### config.mk
export PLATFORM = sky130hd
export DESIGN_NAME = fetch_unit
export DESIGN_NICKNAME = d
export VERILOG_FILES = /design/src/rtl/fetch_unit_pkg.sv /design/src/rtl/fetch_unit_ret_stack.sv /design/src/rtl/fetch_unit.sv
export SDC_FILE = /design/constraint.sdc
export NUM_CORES = 1
export LEC_CHECK = 0
export ABC_AREA = 1
export BUFFER_PORTS_ARGS = -buffer_cell sky130_fd_sc_hd__buf_2
export CAP_MARGIN = 20
export CORE_UTILIZATION = 55
export DETAILED_ROUTE_END_ITERATION = 8
export HOLD_SLACK_MARGIN = 0.06
export PLACE_DENSITY = 0.71
export SYNTH_ARGS = -nofsm -noshare
export SYNTH_HDL_FRONTEND = slang
export SYNTH_SLANG_ARGS = --single-unit
### constraint.sdc
create_clock -name clk -period 4.75 [get_ports clk]
set_input_delay 0.475 -clock clk [delete_from_list [all_inputs] [get_ports clk]]
set_output_delay 0.475 -clock clk [all_outputs]
set_load 0.05 [all_outputs]
### src/rtl/fetch_unit_pkg.sv
// Shared types for the fetch sequencer: FSM state and next-PC source select.
package fetch_pkg;

   typedef enum logic [0:0] {
      RUN,
      HALT
   } fetch_state_t;

   typedef enum logic [2:0] {
      NPC_HOLD,
      NPC_RET,
      NPC_CALL,
      NPC_ABS,
      NPC_REL,
      NPC_INC
   } npc_sel_t;

endpackage

### src/rtl/fetch_unit_ret_stack.sv
// Hardware return-address LIFO; the owner never pushes and pops on the same edge.
module ret_stack
   import fetch_pkg::*;
#(
   parameter int unsigned D  = 10,
   parameter int unsigned SD = 4
) (
   input  logic         clk,
   input  logic         reset,
   input  logic         push,
   input  logic         pop,
   input  logic [D-1:0] din,
   output logic [D-1:0] top,
   output logic         full,
   output logic         empty
);

   localparam int unsigned PW = $clog2(SD + 1);

   logic [PW-1:0] ptr;
   logic [D-1:0]  mem [SD];

   assign full  = (ptr == PW'(SD));
   assign empty = (ptr == '0);

   // ptr counts occupied entries, so the top lives at ptr-1
   always_comb begin
      top = '0;
      for (int unsigned i = 0; i < SD; i++) begin
         if (ptr == PW'(i + 1)) top = mem[i];
      end
   end

   always_ff @(posedge clk) begin
      if (reset) begin
         ptr <= '0;
         for (int unsigned i = 0; i < SD; i++) mem[i] <= '0;
      end else if (push && !full) begin
         for (int unsigned i = 0; i < SD; i++) begin
            if (ptr == PW'(i)) mem[i] <= din;
         end
         ptr <= ptr + PW'(1);
      end else if (pop && !empty) begin
         ptr <= ptr - PW'(1);
      end
   end

endmodule

### src/rtl/fetch_unit.sv
// Program counter / fetch sequencer with stall, branches, call/return stack and sticky halt.
module fetch_unit
   import fetch_pkg::*;
#(
   parameter int unsigned D     = 10,
   parameter int unsigned IW    = 9,
   parameter int unsigned SD    = 4,
   parameter int unsigned START = 0
) (
   input  logic          clk,
   input  logic          reset,
   input  logic          stall,
   input  logic          branch_en,
   input  logic          branch_abs,
   input  logic [D-1:0]  target,
   input  logic          call_en,
   input  logic          ret_en,
   input  logic [IW-1:0] mach_code,
   output logic [D-1:0]  prog_ctr,
   output logic          done,
   output logic          stack_err
);

   fetch_state_t state, state_nxt;
   npc_sel_t     sel;
   logic [D-1:0] pc_inc, pc_nxt, stk_top;
   logic         halt_word, stk_full, stk_empty, push, pop, err_set;

   assign halt_word = &mach_code;
   assign pc_inc    = prog_ctr + D'(1);
   assign done      = (state == HALT);

   always_comb begin
      state_nxt = state;
      sel       = NPC_INC;
      if (state == HALT || halt_word || stall) begin
         sel = NPC_HOLD;
         if (state == RUN && halt_word && !stall) state_nxt = HALT;
      end else if (ret_en)    sel = NPC_RET;
      else if (call_en)       sel = NPC_CALL;
      else if (branch_en)     sel = branch_abs ? NPC_ABS : NPC_REL;
   end

   always_comb begin
      pc_nxt = pc_inc;
      unique case (sel)
         NPC_HOLD: pc_nxt = prog_ctr;
         NPC_RET:  pc_nxt = stk_empty ? pc_inc : stk_top;
         NPC_CALL: pc_nxt = target;
         NPC_ABS:  pc_nxt = target;
         NPC_REL:  pc_nxt = prog_ctr + target;
         NPC_INC:  pc_nxt = pc_inc;
         default:  pc_nxt = pc_inc;
      endcase
   end

   // a call on a full stack still jumps; only the push is lost
   assign push    = (sel == NPC_CALL) && !stk_full;
   assign pop     = (sel == NPC_RET) && !stk_empty;
   assign err_set = ((sel == NPC_CALL) && stk_full) || ((sel == NPC_RET) && stk_empty);

   always_ff @(posedge clk) begin
      if (reset) begin
         state     <= RUN;
         prog_ctr  <= D'(START);
         stack_err <= 1'b0;
      end else begin
         state    <= state_nxt;
         prog_ctr <= pc_nxt;
         if (err_set) stack_err <= 1'b1;
      end
   end

   ret_stack #(
      .D  (D),
      .SD (SD)
   ) u_ret_stack (
      .clk   (clk),
      .reset (reset),
      .push  (push),
      .pop   (pop),
      .din   (pc_inc),
      .top   (stk_top),
      .full  (stk_full),
      .empty (stk_empty)
   );

endmodule
==> metrics.txt, run 1 <==
Die Y 82.7 um; dpl ws 2.55 ns; actual slew at the worst max-slew pin 0.691 ns; Sequential Power Share 0.503; CTS tree yes; Starting Density 0.567; Final Hold Fails 0; outcome complete, no violations; synthesized area 3580 um^2; Num CTS Buffers 5; Mean Syn Cell Area 7.63 um^2; Clk pwr share 0.261; slowest cell on the critical path dfxtp_1; # nets final 552; row count 29; worst vdd ir 0.218 mV; core region area 6310 um^2; Clk pin slew, worst setup/hold paths 0.11 ns; first-pass GRT wire length 14.4 mm; layout cells sized above 1 0.167; unrepaired setup endpoints after global routing false; vias in the first global route 2,963; Worst Hold Class in -> reg; depth of the CTS H-tree 2; final worst setup slack 2.52 ns; fin crit share 0.470; GPL Wtd Cong 0.928; antenna cells 0; Switching Fraction 0.342; residual DRC count 0; Non-Filler Instances 587; Seq/Total Area, Yosys 0.419; Inst Count DP 579; final setup vio count 0; post-CTS setup buffers 0; Min Clock Period, post-route 2.23 ns; Worst Setup Start Kind flop; Total Power 1.10 mW; slew margin rel. 0.534; Leakage 1.78 nW; Gates resized, CTS repair 0; critical path required time 4.98 ns; Starting DRT DRC Count 369; TNS Setup 0 ns; critical path class reg -> reg; wire per inst 15.4 um; power per cell area 280 nW/um^2; max-slew violation count 0; hpwl dp 6.88 mm; CTS sink cnt 55; Synth Net Count 512; pin count of the biggest net entering global routing 20; ANT nets after route 0; post-synth cell types 37; Vias/cell 5.61; I/O pin count 38; gr ovfl total 0; Buffers on Ports 37; Fmax 448 MHz; die outline area 6840 um^2; Via Count 3,294; CTS Hold Buffers Added 0; initial antenna violation count 0; total wire length 9.03 mm; worst hold slack 0.461 ns; GRT Resource Usage Total 0.286; worst clock skew 0.0162 ns; CP endpoint kind flop; crit-path max cell delay 0.56 ns; area of the multi-input gates 1820 um^2; clk_lat worst skew 0.32 ns; P_int 0.725 mW; maxcap violations 0; DRT Pass-1 Iters 5; register area 1500 um^2; crit-path cells ha_1, inv_1, fa_1, inv_1, nand3_1, nand2_1, nand3_1, nand2_1, nand2_1, nand2_1, nor2_1, nor2_1, nand3_1, nand2_1, inv_1; Psw 0.377 mW; #FFs+latches synth 55; Yosys warnings 0; Die X 82.7 um; Comb pwr share 0.235; filler instances 602; Syn Inst Count 469; Arr. time, crit path 2.47 ns; Max Fanout on Critical Path 12; CTS Root Cell clkbuf_8; Area Growth Syn to Fin 9.96%; Max Buffers Root-to-Sink 2; most frequent CP cell nand2_1
-- kinds of logic (layout without fill, tap and decap cells) --
logic type               after synthesis  count (layout)  synth area share
AND/OR/NAND/NOR                      262             262             0.328
flip-flops                            55              55             0.419
buffers and inverters                 62             103            0.0713
AO/OA/AOI/OAI                         66              66             0.102
adder cells (fa/ha/maj)               17              17            0.0615
XOR/XNOR                               7               7            0.0171
-- state kept, by name, summed over array words and instances (netlist names) --
| signal | cells |
|---|---|
| done | 1 |
| prog_ctr | 10 |
| stack_err | 1 |
| u_ret_stack.mem | 40 |
| u_ret_stack.ptr | 3 |
-- power by group through the flow --
| stage | Clock, mW | Sequential, mW | Combinational, mW |
|---|---|---|---|
| 2_1_floorplan | 0 | 0.585 | 0.166 |
| 3_3_place_gp | 0 | 0.565 | 0.255 |
| 3_5_place_dp | 0 | 0.566 | 0.256 |
| 4_1_cts | 0.290 | 0.555 | 0.257 |
| 5_1_grt | 0.308 | 0.559 | 0.290 |
| 6_report | 0.288 | 0.555 | 0.259 |
-- critical path, delay by kind of cell, from the launching register on --
| kind | cells | cell delay [ns] |
|---|---|---|
| simple gates | 10 | 0.73 |
| fa+ha+maj | 2 | 0.65 |
| flops | 1 | 0.56 |
| buf+inv | 3 | 0.19 |
-- cells in the mapped netlist (all sizes together) --
cell | instances | area, um^2
fa | 1 | 20.0
a21oi | 31 | 155
nand3b | 1 | 7.51
nand3 | 39 | 238
clkinv | 2 | 8.75
o21ai | 25 | 136
ha | 16 | 200
nand4 | 3 | 18.8
o21bai | 2 | 15.0
inv | 52 | 195
or2 | 3 | 18.8
xor2 | 4 | 35.0
nor2 | 90 | 363
nand2 | 122 | 493
o211ai | 6 | 45.0
a31oi | 1 | 6.26
o221ai | 1 | 8.76
clkbuf | 1 | 3.75
dfxtp | 15 | 300
edfxtp | 40 | 1200
buf | 7 | 47.5
xnor2 | 3 | 26.3
nor3 | 4 | 36.3
-- final cells by class --
type / instances / area share
sequential: 55 / 0.381
clock buffer: 5 / 0.0175
tap: 77 / 0.0245
timing repair buffer: 41 / 0.0547
multi-input combinational: 352 / 0.463
clock inverter: 3 / 0.00699
inverter: 54 / 0.0518
-- layer usage --
metal | GRT usage | wire length (um) | vias to the layer above
li1 | - | - | 1611
met1 | 0.409 | 4030 | 1541
met2 | 0.464 | 4240 | 134
met3 | 0.0297 | 678 | 8
met4 | 0.0707 | 75 | 0
met5 | 0 | 0 | -
-- worst paths after layout --
kind | from | endpoint | slack, ns | cells after the start
setup / recovery | prog_ctr[0] | prog_ctr[6] | 2.52 | 15
setup reg to reg | prog_ctr[0] | prog_ctr[6] | 2.52 | 15
hold reg to reg | stack_err | stack_err | 0.48 | 2
hold / removal | stall | done | 0.46 | 4
-- through the flow --
| stage | area [um^2] | util |
|---|---|---|
| after global placement | 3840 | 0.608 |
| after global routing | 3940 | 0.623 |
| after CTS | 3940 | 0.623 |
| final | 3940 | 0.623 |
| after detailed placement | 3840 | 0.608 |
| after floorplan | 3580 | - |
-- placed cells by master, fill, tap and decap left out, drive strengths merged --
cell type,count
inv,54
o21ai,25
nor3,4
a31oi,1
nand3b,1
nand2,122
o221ai,1
clkinv,2
dfxtp,15
nor2,90
clkbuf,5
o211ai,6
ha,16
or2,3
o21bai,2
clkinvlp,1
xnor2,3
nand3,39
buf,41
nand4,3
edfxtp,40
fa,1
a21oi,31
xor2,4
No activity file was read; power rests on OpenSTA's default activity.
==> run 2, diff against run 1 <==
ABC_AREA = 0   (was 1)
CORE_UTILIZATION = 53   (was 55)
PLACE_DENSITY = 0.72   (was 0.71)
clock period = 1.8 ns   (was 4.75 ns; I/O delays follow)
==> run 2 against run 1 <==
Effect of this change:
- the flow now finishes with violations (setup timing)
- first-iteration DRC count grew 1.9%
- synthesized cell count shrank 23%
- non-clock buffer count grew 69
- critical path depth shrank 6
- total power grew to 3.1 times the previous value
- combinational power grew to 4.8 times the previous value
- clock skew shrank 0.0091 ns
- largest cell class unchanged
- die area shrank 1.9%
- final cell count shrank 8.3%
==> metrics.txt, run 2 <==
most frequent cells in the layout buf_4 (69), nor2_1 (68), edfxtp_1 (40); HP Start stall; DRT Pass-1 Iters 5 (unchanged); Die Y 81.9 um (-0.98%); Clk pwr share 0.211 (-0.050); Comb pwr share 0.361 (+0.126); hpwl dp 7.15 mm (+3.9%); Fmax 525 MHz (+17%); Max Fanout on Critical Path 2 (-10); CTS tree yes; post-synth cell types 60 (+62%); worst reg-to-reg setup slack -0.10 ns (-2.62 ns); residual DRC count 0 (unchanged); ANT nets after route 0 (unchanged); Yosys warnings 0 (unchanged); dpl ws -0.326 ns (-2.87 ns); depth of the CTS H-tree 2 (unchanged); most frequent cell after synthesis nor2_1; pin count of the biggest net entering global routing 19 (-5.0%); Buffers on Ports 37 (unchanged); I/O pin count 38 (unchanged); Min Clock Period, post-route 1.90 ns (-0.330 ns); Final Hold Fails 0 (unchanged); total wire length 9.90 mm (+9.6%); layout cells sized above 1 0.413 (+0.246); violated checks setup timing; Vias/cell 6.15 (+9.5%); outcome finished, violations left; P_int 2.26 mW (+210%); worst clock skew 0.00714 ns (-0.00908 ns); Worst Hold Class in -> reg; Crit path depth 9 (-6); first-pass GRT wire length 14.6 mm (+1.4%); critical path class reg -> reg; GRT Resource Usage Total 0.297 (+0.0101); GPL Wtd Cong 0.962 (+3.7%); worst vdd ir 0.579 mV (+170%); initial antenna violation count 0 (unchanged); Crit. Startpoint prog_ctr[0]; Non-Filler Instances 538 (-8.3%); maxcap violations 0 (unchanged); Synth Net Count 403 (-21%); Starting DRT DRC Count 376 (+1.9%); synth cell count leaders nor2_1 (68), edfxtp_1 (40), nand2_1 (24); cell family with most CP delay adder cells; ys async rst share 0 (unchanged); top-area cell type share of the netlist area 0.355 (+0.0197); final worst setup slack -0.104 ns (-2.62 ns); die outline area 6700 um^2 (-1.9%); max-slew violation count 0 (unchanged); Max Buffers Root-to-Sink 2 (unchanged); Clk pin slew, worst setup/hold paths 0.11 ns (about the same); Top Registers u_ret_stack.mem (40), prog_ctr (10), u_ret_stack.ptr (3); RR Endpoint prog_ctr[2]; Psw 1.20 mW (+220%); worst r2r src prog_ctr[0]; Total Power 3.46 mW (+210%); Syn Inst Count 360 (-23%); top cells by area, synth edfxtp_1 (36%), dfxtp_1 (8.9%), nor2_1 (7.5%); power per cell area 751 nW/um^2 (+170%); slowest cell on the critical path dfxtp_4; Num CTS Buffers 5 (unchanged); synthesized area 3380 um^2 (-5.6%); clk_lat worst skew 0.31 ns (about the same); number of enable flip-flop cells after synthesis 40 (unchanged); Final Cell Area 4600 um^2 (+17%); fin crit share 1.06 (+0.587); crit-path cells ha_4, inv_2, fa_2, buf_4, xnor2_1, a221oi_2, o21ai_2, nor3_2, nor4_1; Starting Density 0.561 (-0.00594); R2R cell count 9 (-6); dominant cell type by area after synthesis edfxtp_1; Via Count 3,307 (+0.39%); Area Growth Syn to Fin 36.2%; final setup vio count 6 (+6); slew margin rel. 0.730 (+0.196); unrepaired setup endpoints after global routing true; wire per inst 18.4 um (+20%); TNS Setup -0.386 ns (-0.386 ns); #FFs+latches synth 55 (unchanged); critical path required time 2.00 ns (-2.98 ns); Switching Fraction 0.347 (+0.00514); crit-path max cell delay 0.37 ns (-0.19 ns); Sequential Power Share 0.428 (-0.075); Inst Count DP 522 (-9.8%); max reg flops 40 (unchanged); actual slew at the worst max-slew pin 0.403 ns (-0.288 ns); worst path buffer plus inverter count 2 (-1); gr ovfl total 0 (unchanged); Die X 81.9 um (-0.98%); row count 28 (-3.4%); register bank with the most flops u_ret_stack.mem; Worst Setup Start Kind flop; core region area 6030 um^2 (-4.6%); Arr. time, crit path 2.11 ns (-0.36 ns); Main synth FF type edfxtp_1; Area after DPL 4190 um^2 (+9.0%); crit path to prog_ctr[2]; CTS Root Cell clkbuf_8; CTS sink cnt 55 (unchanged); Leakage 1.81 nW (+1.5%); Mean Syn Cell Area 9.39 um^2 (+23%); antenna cells 0 (unchanged); Seq/Total Area, Yosys 0.444 (+0.0247); vias in the first global route 3,009 (+1.6%); most common cell after layout, fill and taps aside buf_4; CP endpoint kind flop; # nets final 505 (-8.5%)
run 2: worst min-delay path by stage:
stage | endpoint | slack [ns] | cells after the start
finish | done | 0.15 | 4
global route | u_ret_stack.ptr[1] | 0.18 | 2
CTS | done | 0.15 | 4
detailed placement | stack_err | 0.45 | 2
global placement | stack_err | 0.44 | 2
floorplan | prog_ctr[5] | 0.33 | 2
run 2: routing by layer:
| metal | vias up | share of wire | track usage |
|---|---|---|---|
| met1 | 1567 | 0.43 | 0.393 |
| met2 | 176 | 0.48 | 0.495 |
| met3 | 18 | 0.078 | 0.0444 |
| li1 | 1546 | - | - |
| met5 | - | 0 | 0 |
| met4 | 0 | 0.012 | 0.0965 |
run 2: worst register-to-register path: cells and delay by family (launching register included):
family                   cells  cell delay, ns
flip-flops                   1            0.37
XOR/XNOR                     1            0.12
AO/OA/AOI/OAI                2            0.40
adder cells (fa/ha/maj)      2            0.49
AND/OR/NAND/NOR              2            0.23
buffers and inverters        2            0.18
run 2: power by group through the flow:
stage	combinational [mW]	sequential, mW	clock, mW
detailed placement	1.08	1.50	0
global placement	1.06	1.50	0
finish	1.25	1.48	0.731
floorplan	0.555	1.59	0
global route	1.34	1.49	0.772
CTS	1.12	1.47	0.738
run 2: through the flow:
stage | utilization | hold WS (ns)
after floorplan | - | 0.334
after global placement | 0.695 | 0.443
after detailed placement | 0.695 | 0.452
after CTS | 0.725 | 0.149
after global routing | 0.764 | 0.182
final | 0.764 | 0.150
run 2: final cells by class:
cell class | instances | area [um^2]
clock buffer | 5 | 68.8
sequential | 55 | 1530
fill | 433 | 1420
tap | 75 | 93.8
timing repair buffer | 110 | 774
inverter | 12 | 50.0
multi-input combinational | 278 | 2060
clock inverter | 3 | 23.8
run 2: kinds of logic (layout without fill, tap and decap cells):
logic type / count (synthesis) / count (layout) / share of synthesized area
xor+xnor: 15 / 15 / 0.0389
compound gates: 102 / 103 / 0.215
mux: 2 / 2 / 0.00629
flops: 55 / 55 / 0.444
fa+ha+maj: 17 / 17 / 0.0651
simple gates: 141 / 141 / 0.194
buf+inv: 28 / 130 / 0.0366
run 2: what timing repair did:
item / CTS / global route
resized for setup: 20 / 40
hold buffers: 0 / 0
setup buffers: 1 / 6
gates cloned: 1 / 0
pin swaps: 12 / 24
endpoints found under the hold margin: 0 / 0
setup endpoints to repair: 32 / 71
